File: src/rtl/disp_hex_mux_n.sv
// Multiplexed N-digit seven-segment driver: prescaled digit scan, double-buffered
// display data swapped only at frame wrap, and a dark lead-in at the start of each slot.
module disp_hex_mux_n #(
    parameter int unsigned DVSR           = 120000,
    parameter int unsigned DIGITS         = 6,
    parameter int unsigned BLANK_CYCLES   = 16,
    parameter bit          ACTIVE_LOW_AN  = 1'b1,
    parameter bit          ACTIVE_LOW_SEG = 1'b1,
    localparam int unsigned PW            = $clog2(DVSR),
    localparam int unsigned DW            = (DIGITS > 1) ? $clog2(DIGITS) : 1
) (
    input  logic                  CLK_12_MHZ,
    input  logic                  RST,
    input  logic                  en,
    input  logic                  load,
    input  logic [4*DIGITS-1:0]   hex_in,
    input  logic [DIGITS-1:0]     dp_in,
    input  logic [DIGITS-1:0]     blank_in,
    output logic [DIGITS-1:0]     an,
    output logic [7:0]            sseg,
    output logic [DW-1:0]         digit_idx,
    output logic                  frame_tick
);

    localparam logic [DIGITS-1:0] AnOff  = {DIGITS{ACTIVE_LOW_AN}};
    localparam logic [7:0]        SegOff = {8{ACTIVE_LOW_SEG}};

    function automatic logic [6:0] hex_to_seg(input logic [3:0] h);
        logic [6:0] s;
        case (h)
            4'h0:    s = 7'h3F;
            4'h1:    s = 7'h06;
            4'h2:    s = 7'h5B;
            4'h3:    s = 7'h4F;
            4'h4:    s = 7'h66;
            4'h5:    s = 7'h6D;
            4'h6:    s = 7'h7D;
            4'h7:    s = 7'h07;
            4'h8:    s = 7'h7F;
            4'h9:    s = 7'h6F;
            4'hA:    s = 7'h77;
            4'hB:    s = 7'h7C;
            4'hC:    s = 7'h39;
            4'hD:    s = 7'h5E;
            4'hE:    s = 7'h79;
            default: s = 7'h71;
        endcase
        return s;
    endfunction

    logic [PW-1:0]         p_q, p_d;
    logic [DW-1:0]         d_q, d_d;
    logic                  pending_q;
    logic [4*DIGITS-1:0]   hex_sh_q, hex_act_q;
    logic [DIGITS-1:0]     dp_sh_q, dp_act_q;
    logic [DIGITS-1:0]     blank_sh_q, blank_act_q;
    logic [DIGITS-1:0]     an_q, an_d;
    logic [7:0]            sseg_q, sseg_d;
    logic                  frame_tick_q;

    logic                  slot_end;
    logic                  frame_wrap;
    logic                  past_blank;
    logic                  lit;
    logic [3:0]            cur_hex;
    logic                  cur_dp;
    logic                  cur_blank;
    logic [DIGITS-1:0]     an_onehot;

    // Scan only advances while enabled, so a wrap can never fire with en low.
    assign slot_end   = en && (p_q == PW'(DVSR - 1));
    assign frame_wrap = slot_end && (d_q == DW'(DIGITS - 1));

    always_comb begin
        p_d = p_q;
        d_d = d_q;
        if (en) begin
            if (slot_end) begin
                p_d = '0;
                d_d = (d_q == DW'(DIGITS - 1)) ? '0 : d_q + DW'(1);
            end else begin
                p_d = p_q + PW'(1);
            end
        end
    end

    always_comb begin
        cur_hex   = '0;
        cur_dp    = 1'b0;
        cur_blank = 1'b0;
        an_onehot = '0;
        for (int k = 0; k < DIGITS; k++) begin
            if (d_q == DW'(k)) begin
                cur_hex      = hex_act_q[4*k +: 4];
                cur_dp       = dp_act_q[k];
                cur_blank    = blank_act_q[k];
                an_onehot[k] = 1'b1;
            end
        end
    end

    if (BLANK_CYCLES == 0) begin : g_no_blank
        assign past_blank = 1'b1;
    end else begin : g_blank
        assign past_blank = (p_q >= PW'(BLANK_CYCLES));
    end

    assign lit = en && past_blank && !cur_blank;

    always_comb begin
        an_d   = (lit ? an_onehot : '0) ^ AnOff;
        sseg_d = (lit ? {cur_dp, hex_to_seg(cur_hex)} : 8'h00) ^ SegOff;
    end

    always_ff @(posedge CLK_12_MHZ) begin
        if (RST) begin
            p_q          <= '0;
            d_q          <= '0;
            an_q         <= AnOff;
            sseg_q       <= SegOff;
            frame_tick_q <= 1'b0;
        end else begin
            p_q          <= p_d;
            d_q          <= d_d;
            an_q         <= an_d;
            sseg_q       <= sseg_d;
            frame_tick_q <= frame_wrap;
        end
    end

    // A load coinciding with the wrap bypasses the shadow so it is not a frame late.
    always_ff @(posedge CLK_12_MHZ) begin
        if (RST) begin
            pending_q   <= 1'b0;
            hex_sh_q    <= '0;
            dp_sh_q     <= '0;
            blank_sh_q  <= '0;
            hex_act_q   <= '0;
            dp_act_q    <= '0;
            blank_act_q <= '0;
        end else if (load && frame_wrap) begin
            pending_q   <= 1'b0;
            hex_act_q   <= hex_in;
            dp_act_q    <= dp_in;
            blank_act_q <= blank_in;
        end else if (load) begin
            pending_q   <= 1'b1;
            hex_sh_q    <= hex_in;
            dp_sh_q     <= dp_in;
            blank_sh_q  <= blank_in;
        end else if (frame_wrap && pending_q) begin
            pending_q   <= 1'b0;
            hex_act_q   <= hex_sh_q;
            dp_act_q    <= dp_sh_q;
            blank_act_q <= blank_sh_q;
        end
    end

    assign an         = an_q;
    assign sseg       = sseg_q;
    assign digit_idx  = d_q;
    assign frame_tick = frame_tick_q;

    a_one_anode: assert property (@(posedge CLK_12_MHZ) disable iff (RST)
        $onehot0(an_q ^ AnOff));

endmodule

File: config.mk
export PLATFORM = sky130hd
export DESIGN_NAME = disp_hex_mux_n
export DESIGN_NICKNAME = d
export VERILOG_FILES = /design/src/rtl/disp_hex_mux_n.sv
export SDC_FILE = /design/constraint.sdc
export NUM_CORES = 1
export LEC_CHECK = 0
export ABC_AREA = 1
export BUFFER_PORTS_ARGS = -buffer_cell sky130_fd_sc_hd__buf_2
export CAP_MARGIN = 20
export CORE_ASPECT_RATIO = 1.5
export CORE_MARGIN = 2
export CORE_UTILIZATION = 25
export CTS_BUF_LIST = sky130_fd_sc_hd__clkbuf_4 sky130_fd_sc_hd__clkbuf_8
export CTS_CLUSTER_DIAMETER = 40
export DETAILED_ROUTE_END_ITERATION = 7
export SLEW_MARGIN = 20
export SYNTH_ARGS = -nofsm -noshare
export SYNTH_HDL_FRONTEND = slang
export SYNTH_SLANG_ARGS = --single-unit
File: constraint.sdc
create_clock -name CLK_12_MHZ -period 3.76 [get_ports CLK_12_MHZ]
set_input_delay 0.376 -clock CLK_12_MHZ [delete_from_list [all_inputs] [get_ports CLK_12_MHZ]]
set_output_delay 0.376 -clock CLK_12_MHZ [all_outputs]
set_load 0.01 [all_outputs]
==> flow_summary.json <==
{
  "yosys.area.top_type": "dfxtp_1",
  "r2r-end": "hex_act_q[19]",
  "outcome": "finished clean",
  "setup_viol": 0,
  "grt_overflow": 0,
  "routabilityCongestion": 0.8438,
  "dr_total_vias": 4627,
  "die_w_um": 122.4,
  "drc": 0,
  "wire_per_inst_um": 13.50,
  "vdd_ir_drop_max_v": 0.0001859,
  "synth_nets": 764,
  "synthMostInstantiatedCell": "nand2_1",
  "fin_skew_ns": 0.01674,
  "crit_type": "flip-flop to flip-flop",
  "start_util_pct": 25.26,
  "synth_area_per_cell_um2": 7.355,
  "cts_tree": "yes",
  "core_area_mm2": 0.02082,
  "synth-async-reset-ratio_pct": 0,
  "ys.flop_type": "dfxtp_1",
  "period_share_pct": 69.18,
  "worstSetupEndpoint": "hex_act_q[19]",
  "synthCells": 715,
  "cts_buffer_depth": 2,
  "antenna_found_initial": 0,
  "insertedDiodeCount": 0,
  "post_cts_resized": 0,
  "synth.area.top_cells": "dfxtp_1 41%, nand2_1 10%, a21oi_1 7.0%",
  "fin_setup_tns_ns": 0,
  "dr.pass1.iters": 4,
  "cts_hold_buf": 0,
  "rrSetupSlack_ns": 1.16,
  "final_max_slew_viol_count": 0,
  "crit_arrival_ns": 2.91,
  "grt_pass1_wl_mm": 22.54,
  "synthTopCellsByCount": "146 x nand2_1, 108 x dfxtp_1, 74 x a21oi_1",
  "insertion_delay_ns": 0.39,
  "required_ns": 4.07,
  "antenna_left": 0,
  "multi_input_area_mm2": 0.002517,
  "start_kind": "flip-flop",
  "relSlewSlack_pct": 44.19,
  "cts_buffers": 9,
  "clk_pin_slew_ns": 0.12,
  "worstPathMaxFanout": 36,
  "wirelength_mm": 13.73,
  "drive_above_1_share_pct": 15.89,
  "drt-initial-drc-count": 356,
  "placed_cells": 1001,
  "viasPerCell": 4.550,
  "end_kind": "flip-flop",
  "synth_edf_count": 0,
  "ys_types": 40,
  "portBuffers": 57,
  "synth_area_mm2": 0.005259,
  "power.leakage_nw": 2.427,
  "fmax_mhz": 384.5,
  "htree_levels": 3,
  "fillers": 2370,
  "area_growth_pct": 10.37,
  "layout.cells.non_filler": 1017,
  "cts_sinks": 108,
  "hp-class": "input pin to flip-flop",
  "critical_path.startpoint": "digit_idx[0]",
  "grt_pass1_vias": 4483,
  "io_pins": 58,
  "hold_viol": 0,
  "grt_max_degree": 75,
  "rsz0062_at_grt": "no",
  "yosys_warnings": 0,
  "post-cts-setup-buffers": 0,
  "reg2regPathDepth": 6,
  "post-route-min-period_ns": 2.601,
  "cap_violations": 0,
  "clockRootBuffer": "clkbuf_8",
  "dieArea_mm2": 0.02224,
  "hpwl_mm": 9.590,
  "grtUsageTotal_pct": 12.67,
  "ys_seq_area_share_pct": 41.11,
  "die_h_um": 181.6,
  "rr_startpoint": "digit_idx[0]",
  "synth_seq_cells": 108,
  "tightest_slew_ns": 0.8327,
  "synth_top_area_share_pct": 41.11,
  "fp-row-count": 65,
  "regArea_mm2": 0.002162,
  "nets": 793,
  "p_per_area_mw_per_mm2": 352.1
}
-- power breakdown --
group	switching, mW	internal [mW]	total [mW]	leakage [nW]
Sequential	0.0177	1.17	1.19	0.881
Combinational	0.0997	0.0535	0.153	1.45
Clock	0.440	0.259	0.699	0.0947
-- how the worst min path moves through the flow --
stage	startpoint	slack (ns)	end	cells after the start
after floorplan	blank_sh_q[0]	0.44	blank_sh_q[0]	2
after global placement	blank_sh_q[0]	0.45	blank_sh_q[0]	2
after detailed placement	blank_sh_q[0]	0.45	blank_sh_q[0]	2
after CTS	hex_in[5]	0.25	hex_sh_q[5]	3
after global routing	hex_in[7]	0.25	hex_sh_q[7]	3
final	hex_in[5]	0.26	hex_sh_q[5]	3
-- stage by stage --
stage | power, mW | hold WS, ns | worst slack, ns | area, µm² | util [%]
floorplan | 1.316 | 0.4413 | 1.563 | 5259 | -
global placement | 1.370 | 0.4491 | 1.173 | 5615 | 26.97
detailed placement | 1.372 | 0.4546 | 1.144 | 5615 | 26.97
CTS | 2.069 | 0.2454 | 1.108 | 5804 | 27.88
global route | 2.129 | 0.2515 | 0.8587 | 5804 | 27.88
finish | 2.044 | 0.2560 | 1.159 | 5804 | 27.88
-- sequential cells by signal (all words and copies together), names as in the netlist --
signal       count
sseg             8
digit_idx        3
dp_act_q         6
dp_sh_q          6
frame_tick       1
blank_sh_q       6
p_q             17
hex_act_q       24
blank_act_q      6
an               6
hex_sh_q        24
pending_q        1
-- routing by layer --
layer	track usage, %	vias to the layer above	share of wire (%)
met1	15.38	2091	43
li1	-	2425	-
met2	22.51	94	52
met4	4.460	0	1.8
met5	0	-	0
met3	1.696	17	3.3
-- cells by family after synthesis --
logic type	after synthesis	synth area share (%)
xor gates and xnor gates	4	0.6663
and+or+nand+nor	294	24.93
AOI/OAI and AO/OA	180	20.13
DFF	108	41.11
buffers and inverters	120	11.02
adders and majority gates	9	2.141
-- critical path, cell delays in order (launching register included) --
cell and delay [ns]:
dfxtp_1 0.62, inv_4 0.10, nor3_4 0.45, nand4_4 0.43
nor2_8 0.57, o22ai_1 0.18, a21oi_1 0.15
-- cells in the final DEF, fill, tap and decap left out, types with 2 or more instances in the layout --
cell,synthesis,final
nor3_2,2,2
buf_2,9,57
nand2_1,146,146
dfxtp_1,108,108
o31ai_1,2,2
nor2_1,70,70
inv_6,0,3
nand2_2,3,3
a211oi_1,2,2
nor3_1,10,10
o21ai_0,40,40
nor2_2,3,3
xor2_1,3,3
buf_4,4,2
nand4_1,13,13
inv_2,5,6
inv_1,72,71
inv_8,0,2
nor3_4,2,2
a21oi_2,21,21
ha_1,9,9
nand3_1,39,39
o22ai_1,36,36
a21oi_1,74,74
clkbuf_8,0,9
-- cell type report --
type                       count  area share [%]
multi-input combinational    487           43.37
inverter                      79           5.174
sequential                   108           37.25
clock buffer                   9           2.134
tap                          268           5.777
clock inverter                 7           1.121
timing repair buffer          59           5.174
Power figures use the tool's default switching activity.
